**src/rtl/mux_stim_pkg.sv**
```systemverilog
// mux_stim_pkg: shared state type, default timing constants and error-counter sizing
// for the 2:1 mux stimulus generator.
package mux_stim_pkg;
    typedef enum logic [1:0] {IDLE, SEL0, SEL1, DONE} state_e;
    localparam int HALF_PERIOD_DEF = 50;
    localparam int A_CYCLES_DEF = 1;
    localparam int ERR_W = 8;
    localparam logic [ERR_W-1:0] ERR_MAX = '1;
    function automatic int cnt_w(input int n);
        return n > 1 ? $clog2(n) : 1;
    endfunction
endpackage

```
**src/rtl/mux_stim_gen_if.sv**
```systemverilog
// mux_stim_gen_if: control, stimulus and feedback signals between the generator (master)
// and the mux/checking environment (slave).
interface mux_stim_gen_if;
    import mux_stim_pkg::*;
    logic start, stop, loop_en, q_in, s, busy, done;
    logic [1:0] a;
    logic [ERR_W-1:0] err_cnt;
    modport master(input start, stop, loop_en, q_in, output a, s, busy, done, err_cnt);
    modport slave(output start, stop, loop_en, q_in, input a, s, busy, done, err_cnt);
endinterface

```
**src/rtl/mux_stim_checker.sv**
```systemverilog
// mux_stim_checker: counts busy cycles where the mux output disagrees with S ? A[1] : A[0],
// saturating at the counter maximum; clr restarts the count at the beginning of a run.
module mux_stim_checker
    import mux_stim_pkg::*;
(
    input  logic             clk,
    input  logic             rst,
    input  logic             clr_i,
    input  logic             busy_i,
    input  logic [1:0]       a_i,
    input  logic             s_i,
    input  logic             q_in_i,
    output logic [ERR_W-1:0] err_cnt_o
);
    logic [ERR_W-1:0] err_q;
    logic miss;
    assign miss = busy_i && q_in_i != (s_i ? a_i[1] : a_i[0]);
    always_ff @(posedge clk)
        err_q <= rst || clr_i ? '0 : miss && err_q != ERR_MAX ? err_q + 1'b1 : err_q;
    assign err_cnt_o = err_q;
endmodule

```
**src/rtl/mux_stim_gen.sv**
```systemverilog
// mux_stim_gen: sweeps A through 00..11 with S=0 then S=1, optionally looping.
// Define MUX_STIM_CHECK_EN to count mux output mismatches in err_cnt.
module mux_stim_gen
    import mux_stim_pkg::*;
#(
    parameter int HALF_PERIOD = HALF_PERIOD_DEF,
    parameter int A_CYCLES = A_CYCLES_DEF
) (
    input logic            clk,
    input logic            rst,
    mux_stim_gen_if.master stim_io
);
    localparam int TW = cnt_w(HALF_PERIOD);
    localparam int SW = cnt_w(A_CYCLES);
    state_e state_q;
    logic [TW-1:0] tick_q;
    logic [SW-1:0] sweep_q;
    logic [1:0] a_q;
    logic s_q, busy_q, done_q;
    logic tick_end, wrap, phase_end, accept;
    assign tick_end = tick_q == TW'(HALF_PERIOD - 1);
    assign wrap = tick_end && a_q == 2'd3;
    assign phase_end = wrap && sweep_q == SW'(A_CYCLES - 1);
    assign accept = state_q == IDLE && stim_io.start && !stim_io.stop;
    // stop shares the reset path: it must beat start and any phase change
    always_ff @(posedge clk) begin
        if (rst || stim_io.stop) begin
            state_q <= IDLE;
            tick_q <= '0;
            sweep_q <= '0;
            a_q <= 2'd0;
            s_q <= 1'b0;
            busy_q <= 1'b0;
            done_q <= 1'b0;
        end else begin
            done_q <= 1'b0;
            case (state_q)
                IDLE: if (accept) begin
                    state_q <= SEL0;
                    tick_q <= '0;
                    sweep_q <= '0;
                    a_q <= 2'd0;
                    s_q <= 1'b0;
                    busy_q <= 1'b1;
                end
                SEL0, SEL1: begin
                    tick_q <= tick_end ? '0 : tick_q + 1'b1;
                    a_q <= tick_end ? a_q + 2'd1 : a_q;
                    sweep_q <= phase_end ? '0 : wrap ? sweep_q + 1'b1 : sweep_q;
                    if (phase_end) begin
                        if (state_q == SEL0) begin
                            state_q <= SEL1;
                            s_q <= 1'b1;
                        end else if (stim_io.loop_en) begin
                            state_q <= SEL0;
                            s_q <= 1'b0;
                        end else begin
                            state_q <= DONE;
                            s_q <= 1'b0;
                            busy_q <= 1'b0;
                            done_q <= 1'b1;
                        end
                    end
                end
                DONE: state_q <= IDLE;
                default: state_q <= IDLE;
            endcase
        end
    end
    assign stim_io.a = a_q;
    assign stim_io.s = s_q;
    assign stim_io.busy = busy_q;
    assign stim_io.done = done_q;
`ifdef MUX_STIM_CHECK_EN
    mux_stim_checker u_checker (
        .clk(clk),
        .rst(rst),
        .clr_i(accept),
        .busy_i(busy_q),
        .a_i(a_q),
        .s_i(s_q),
        .q_in_i(stim_io.q_in),
        .err_cnt_o(stim_io.err_cnt)
    );
`else
    logic unused_q_in;
    assign unused_q_in = stim_io.q_in;
    assign stim_io.err_cnt = '0;
`endif
endmodule

```
**src/flat_wrapper.sv**
```systemverilog
// flat-port wrapper written by rule: the top's interface ports become plain ports
module mux_stim_gen_flat import mux_stim_pkg::*;
#(
    parameter int HALF_PERIOD = HALF_PERIOD_DEF,
    parameter int A_CYCLES = A_CYCLES_DEF
)
  (clk, rst, stim_io_start, stim_io_stop, stim_io_loop_en, stim_io_q_in, stim_io_a, stim_io_s, stim_io_busy, stim_io_done, stim_io_err_cnt);
  mux_stim_gen_if stim_io_i ();
  input logic clk;
  input logic rst;
  input wire logic [$bits(stim_io_i.start)-1:0] stim_io_start;
  input wire logic [$bits(stim_io_i.stop)-1:0] stim_io_stop;
  input wire logic [$bits(stim_io_i.loop_en)-1:0] stim_io_loop_en;
  input wire logic [$bits(stim_io_i.q_in)-1:0] stim_io_q_in;
  output wire logic [$bits(stim_io_i.a)-1:0] stim_io_a;
  output wire logic [$bits(stim_io_i.s)-1:0] stim_io_s;
  output wire logic [$bits(stim_io_i.busy)-1:0] stim_io_busy;
  output wire logic [$bits(stim_io_i.done)-1:0] stim_io_done;
  output wire logic [$bits(stim_io_i.err_cnt)-1:0] stim_io_err_cnt;
  assign stim_io_i.start = stim_io_start;
  assign stim_io_i.stop = stim_io_stop;
  assign stim_io_i.loop_en = stim_io_loop_en;
  assign stim_io_i.q_in = stim_io_q_in;
  assign stim_io_a = stim_io_i.a;
  assign stim_io_s = stim_io_i.s;
  assign stim_io_busy = stim_io_i.busy;
  assign stim_io_done = stim_io_i.done;
  assign stim_io_err_cnt = stim_io_i.err_cnt;
  mux_stim_gen #(.HALF_PERIOD(HALF_PERIOD), .A_CYCLES(A_CYCLES)) u_core (.clk(clk), .rst(rst), .stim_io(stim_io_i));
endmodule
```
**config.mk**
```make
export PLATFORM = sky130hd
export DESIGN_NAME = mux_stim_gen_flat
export DESIGN_NICKNAME = d
export VERILOG_FILES = /design/src/rtl/mux_stim_pkg.sv /design/src/rtl/mux_stim_gen_if.sv /design/src/rtl/mux_stim_checker.sv /design/src/rtl/mux_stim_gen.sv /design/src/flat_wrapper.sv
export SDC_FILE = /design/constraint.sdc
export NUM_CORES = 1
export LEC_CHECK = 0
export ABC_AREA = 1
export BUFFER_PORTS_ARGS = -buffer_cell sky130_fd_sc_hd__buf_4
export CAP_MARGIN = 10
export CORE_MARGIN = 2
export CORE_UTILIZATION = 45
export CTS_CLUSTER_SIZE = 28
export DETAILED_ROUTE_END_ITERATION = 6
export MAX_ROUTING_LAYER = met4
export PLACE_DENSITY_LB_ADDON = 0.1
export SYNTH_ARGS = -nofsm -noshare
export SYNTH_HDL_FRONTEND = slang
export SYNTH_SLANG_ARGS = --single-unit
```
**constraint.sdc**
```tcl
create_clock -name clk -period 2.52 [get_ports clk]
set_input_delay 0.252 -clock clk [delete_from_list [all_inputs] [get_ports clk]]
set_output_delay 0.252 -clock clk [all_outputs]
set_load 0.02 [all_outputs]
```
==> flow_metrics.env <==
export IMPL_status="finished, final reports clean"
export IMPL_synth_top_cell_area_share_pct=32.0
export IMPL_grt_pass1_vias=561
export IMPL_post_drt_wl_per_cell_um=9.56
export IMPL_yosys_top_cells_area="dfxtp_1 (32%), ha_1 (10%), buf_4 (7.7%)"
export IMPL_pre_cts_slack_ns=0.834
export IMPL_ys_seq_area_share_pct=32.0
export IMPL_grt_pass1_wl_um=2340
export IMPL_synthesis_instances=115
export IMPL_numCtsBuffers=3
export IMPL_p_int_w=0.000359
export IMPL_drv_slew=0
export IMPL_critPathArrivalTime_ns=1.87
export IMPL_tns_ns=0
export IMPL_post_cts_resized=0
export IMPL_worstSetupPathType="flop to flop"
export IMPL_required_ns=2.70
export IMPL_htreeDepth=1
export IMPL_grt_max_degree=11
export IMPL_ir_drop_v=0.000331
export IMPL_max_cap_violations=0
export IMPL_clkPwrFrac_pct=31.0
export IMPL_overflow=0
export IMPL_postRouteAntennaNets=0
export IMPL_synth_edff_count=0
export IMPL_port_buffer_count=9
export IMPL_multi_input_area_um2=497
export IMPL_ys_ff_latch=14
export IMPL_reg2reg_slack_ns=0.83
export IMPL_seqPwrFrac_pct=45.0
export IMPL_root_buffer="clkbuf_4"
export IMPL_switchingPower_w=0.000165
export IMPL_layout_min_cycle_time_ns=1.69
export IMPL_startpoint_type="flop"
export IMPL_drt_vias_per_instance=4.68
export IMPL_ys_async_sr_fraction_pct=0
export IMPL_hold_viol=0
export IMPL_synth_cell_types=23
export IMPL_fp_row_count=15
export IMPL_switching_share_pct=31.5
export IMPL_fin_crit_sh_pct=67.2
export IMPL_whs_ns=0.158
export IMPL_power_leakage_nw=0.409
export IMPL_pin_count=19
export IMPL_vias=707
export IMPL_synth_flop_cell="dfxtp_1"
export IMPL_antenna_found_initial=0
export IMPL_drt_iter0_markers=19
export IMPL_max_freq_ghz=0.590
export IMPL_skew_ns=0.000621
export IMPL_hold_buffers=0
export IMPL_start_util_pct=49.1
export IMPL_combPwrFrac_pct=24.0
export IMPL_drive_above_1_share_pct=26.2
export IMPL_syn_cell_area_um2=875
export IMPL_die_area_mm2=0.00231
export IMPL_utilization_pct=54.3
export IMPL_wl_um=1440
export IMPL_drc=0
export IMPL_cts_path_max_buffers=2
export IMPL_dieHeight_um=48.1
export IMPL_fin_total_pwr_w=0.000524
export IMPL_die_width_um=48.1
export IMPL_synth_avg_cell_area_um2=7.61
export IMPL_rsz0062_at_grt="no"
export IMPL_synth_top_area_cell="dfxtp_1"
export IMPL_dp_hpwl_um=1140
export IMPL_gp_congestion=0.759
export IMPL_regArea_um2=280
export IMPL_coreArea_mm2=0.00178
export IMPL_fillers=180
export IMPL_cts_setup_buffers=0
export IMPL_synth_common_cells="nand2_1 (18), dfxtp_1 (14), nor2_1 (14)"
export IMPL_power_density_mw_per_mm2=541
export IMPL_critical_path_peak_fanout=10
export IMPL_syn2layout_area_growth_pct=10.7
export IMPL_setup_viol=0
export IMPL_insertion_delay_ns=0.28
export IMPL_hold_class="primary input to flop"
export IMPL_synth_most_common_cell="nand2_1"
export IMPL_grt_total_usage_pct=15.6
export IMPL_nNetsFinal=140
export IMPL_cts_sinks=14
export IMPL_setup_ws_ns=0.826
export IMPL_end_kind="flop"
export IMPL_cts_tree="built"
export IMPL_synth_warning_count=0
export IMPL_drt_first_pass_iters=4
export IMPL_path_clk_slew_ns=0.08
export IMPL_num_antenna_cells=0
==> flip-flops by register name (all words and copies together), names as in the netlist <==
register,cells
u_core.state_q,2
u_core.stim_io.a,2
u_core.stim_io.busy,1
u_core.stim_io.done,1
u_core.stim_io.s,1
u_core.sweep_q,1
u_core.tick_q,6
==> worst paths after layout <==
kind / start / cells after the start / to
setup / recovery: u_core.state_q[0] / 9 / u_core.tick_q[5]
hold / removal: stim_io_loop_en / 2 / u_core.stim_io.done
setup reg to reg: u_core.state_q[0] / 9 / u_core.tick_q[5]
hold reg to reg: u_core.sweep_q / 2 / u_core.sweep_q
==> power groups by stage <==
stage | combinational [W] | clock [W] | sequential (W)
finish | 0.000126 | 0.000162 | 0.000236
global route | 0.000142 | 0.000183 | 0.000237
CTS | 0.000126 | 0.000169 | 0.000236
detailed placement | 0.000125 | 0 | 0.000241
global placement | 0.000124 | 0 | 0.000241
floorplan | 0.000104 | 0 | 0.000245
==> cell families (layout without fill, tap and decap cells) <==
logic type	count (synthesis)	count (layout)	share of synthesized area, %
flops	14	14	32.0
fa+ha+maj	7	7	10.0
other cells	1	8	0.429
compound gates	15	15	9.01
simple gates	54	54	34.3
buf+inv	24	28	14.2
==> critical path, stage by stage, from the launching register on <==
cell,delay [ns]
dfxtp_1,0.38
inv_1,0.09
ha_1,0.49
nand2_2,0.14
nand2_4,0.15
o21ai_2,0.10
nand2_4,0.11
inv_2,0.04
nand2_1,0.06
nor2_1,0.04
==> layer usage <==
metal,GRT usage [%],share of wire (%)
met1,21.2,51
met5,-,0
met2,20.5,42
met3,3.40,4.3
met4,9.73,2.6
==> cells in the final DEF (no fill, tap or decap) <==
cell      count
o21ai_1       1
nand2_2       3
inv_1        11
nand3_2       4
nand3_1       5
nor4_1        1
nand2_1      18
nor3_1        1
buf_4         9
o21ai_0       3
nor2_4        1
nand3b_2      1
nand2_4       3
clkbuf_4      3
nor2_2        1
nor2_1       14
dfxtp_1      14
o21ai_2       1
clkbuf_8      1
ha_1          7
nor3_2        1
inv_2         4
conb_1        8
a21oi_1      10
nor3b_2       1
==> stage by stage <==
stage | instance area (um^2) | instances
finish | 968 | 151
global route | 968 | 151
CTS | 968 | 151
detailed placement | 932 | 147
global placement | 932 | 147
floorplan | 901 | 122
==> final cells by class <==
class / count / area share, %
Sequential cell: 14 / 28.9
Multi-Input combinational cell: 84 / 51.3
Timing Repair Buffer: 9 / 6.98
Clock buffer: 4 / 3.75
Tap cell: 25 / 3.23
Inverter: 15 / 5.81
No activity file was read; power rests on OpenSTA's default activity.
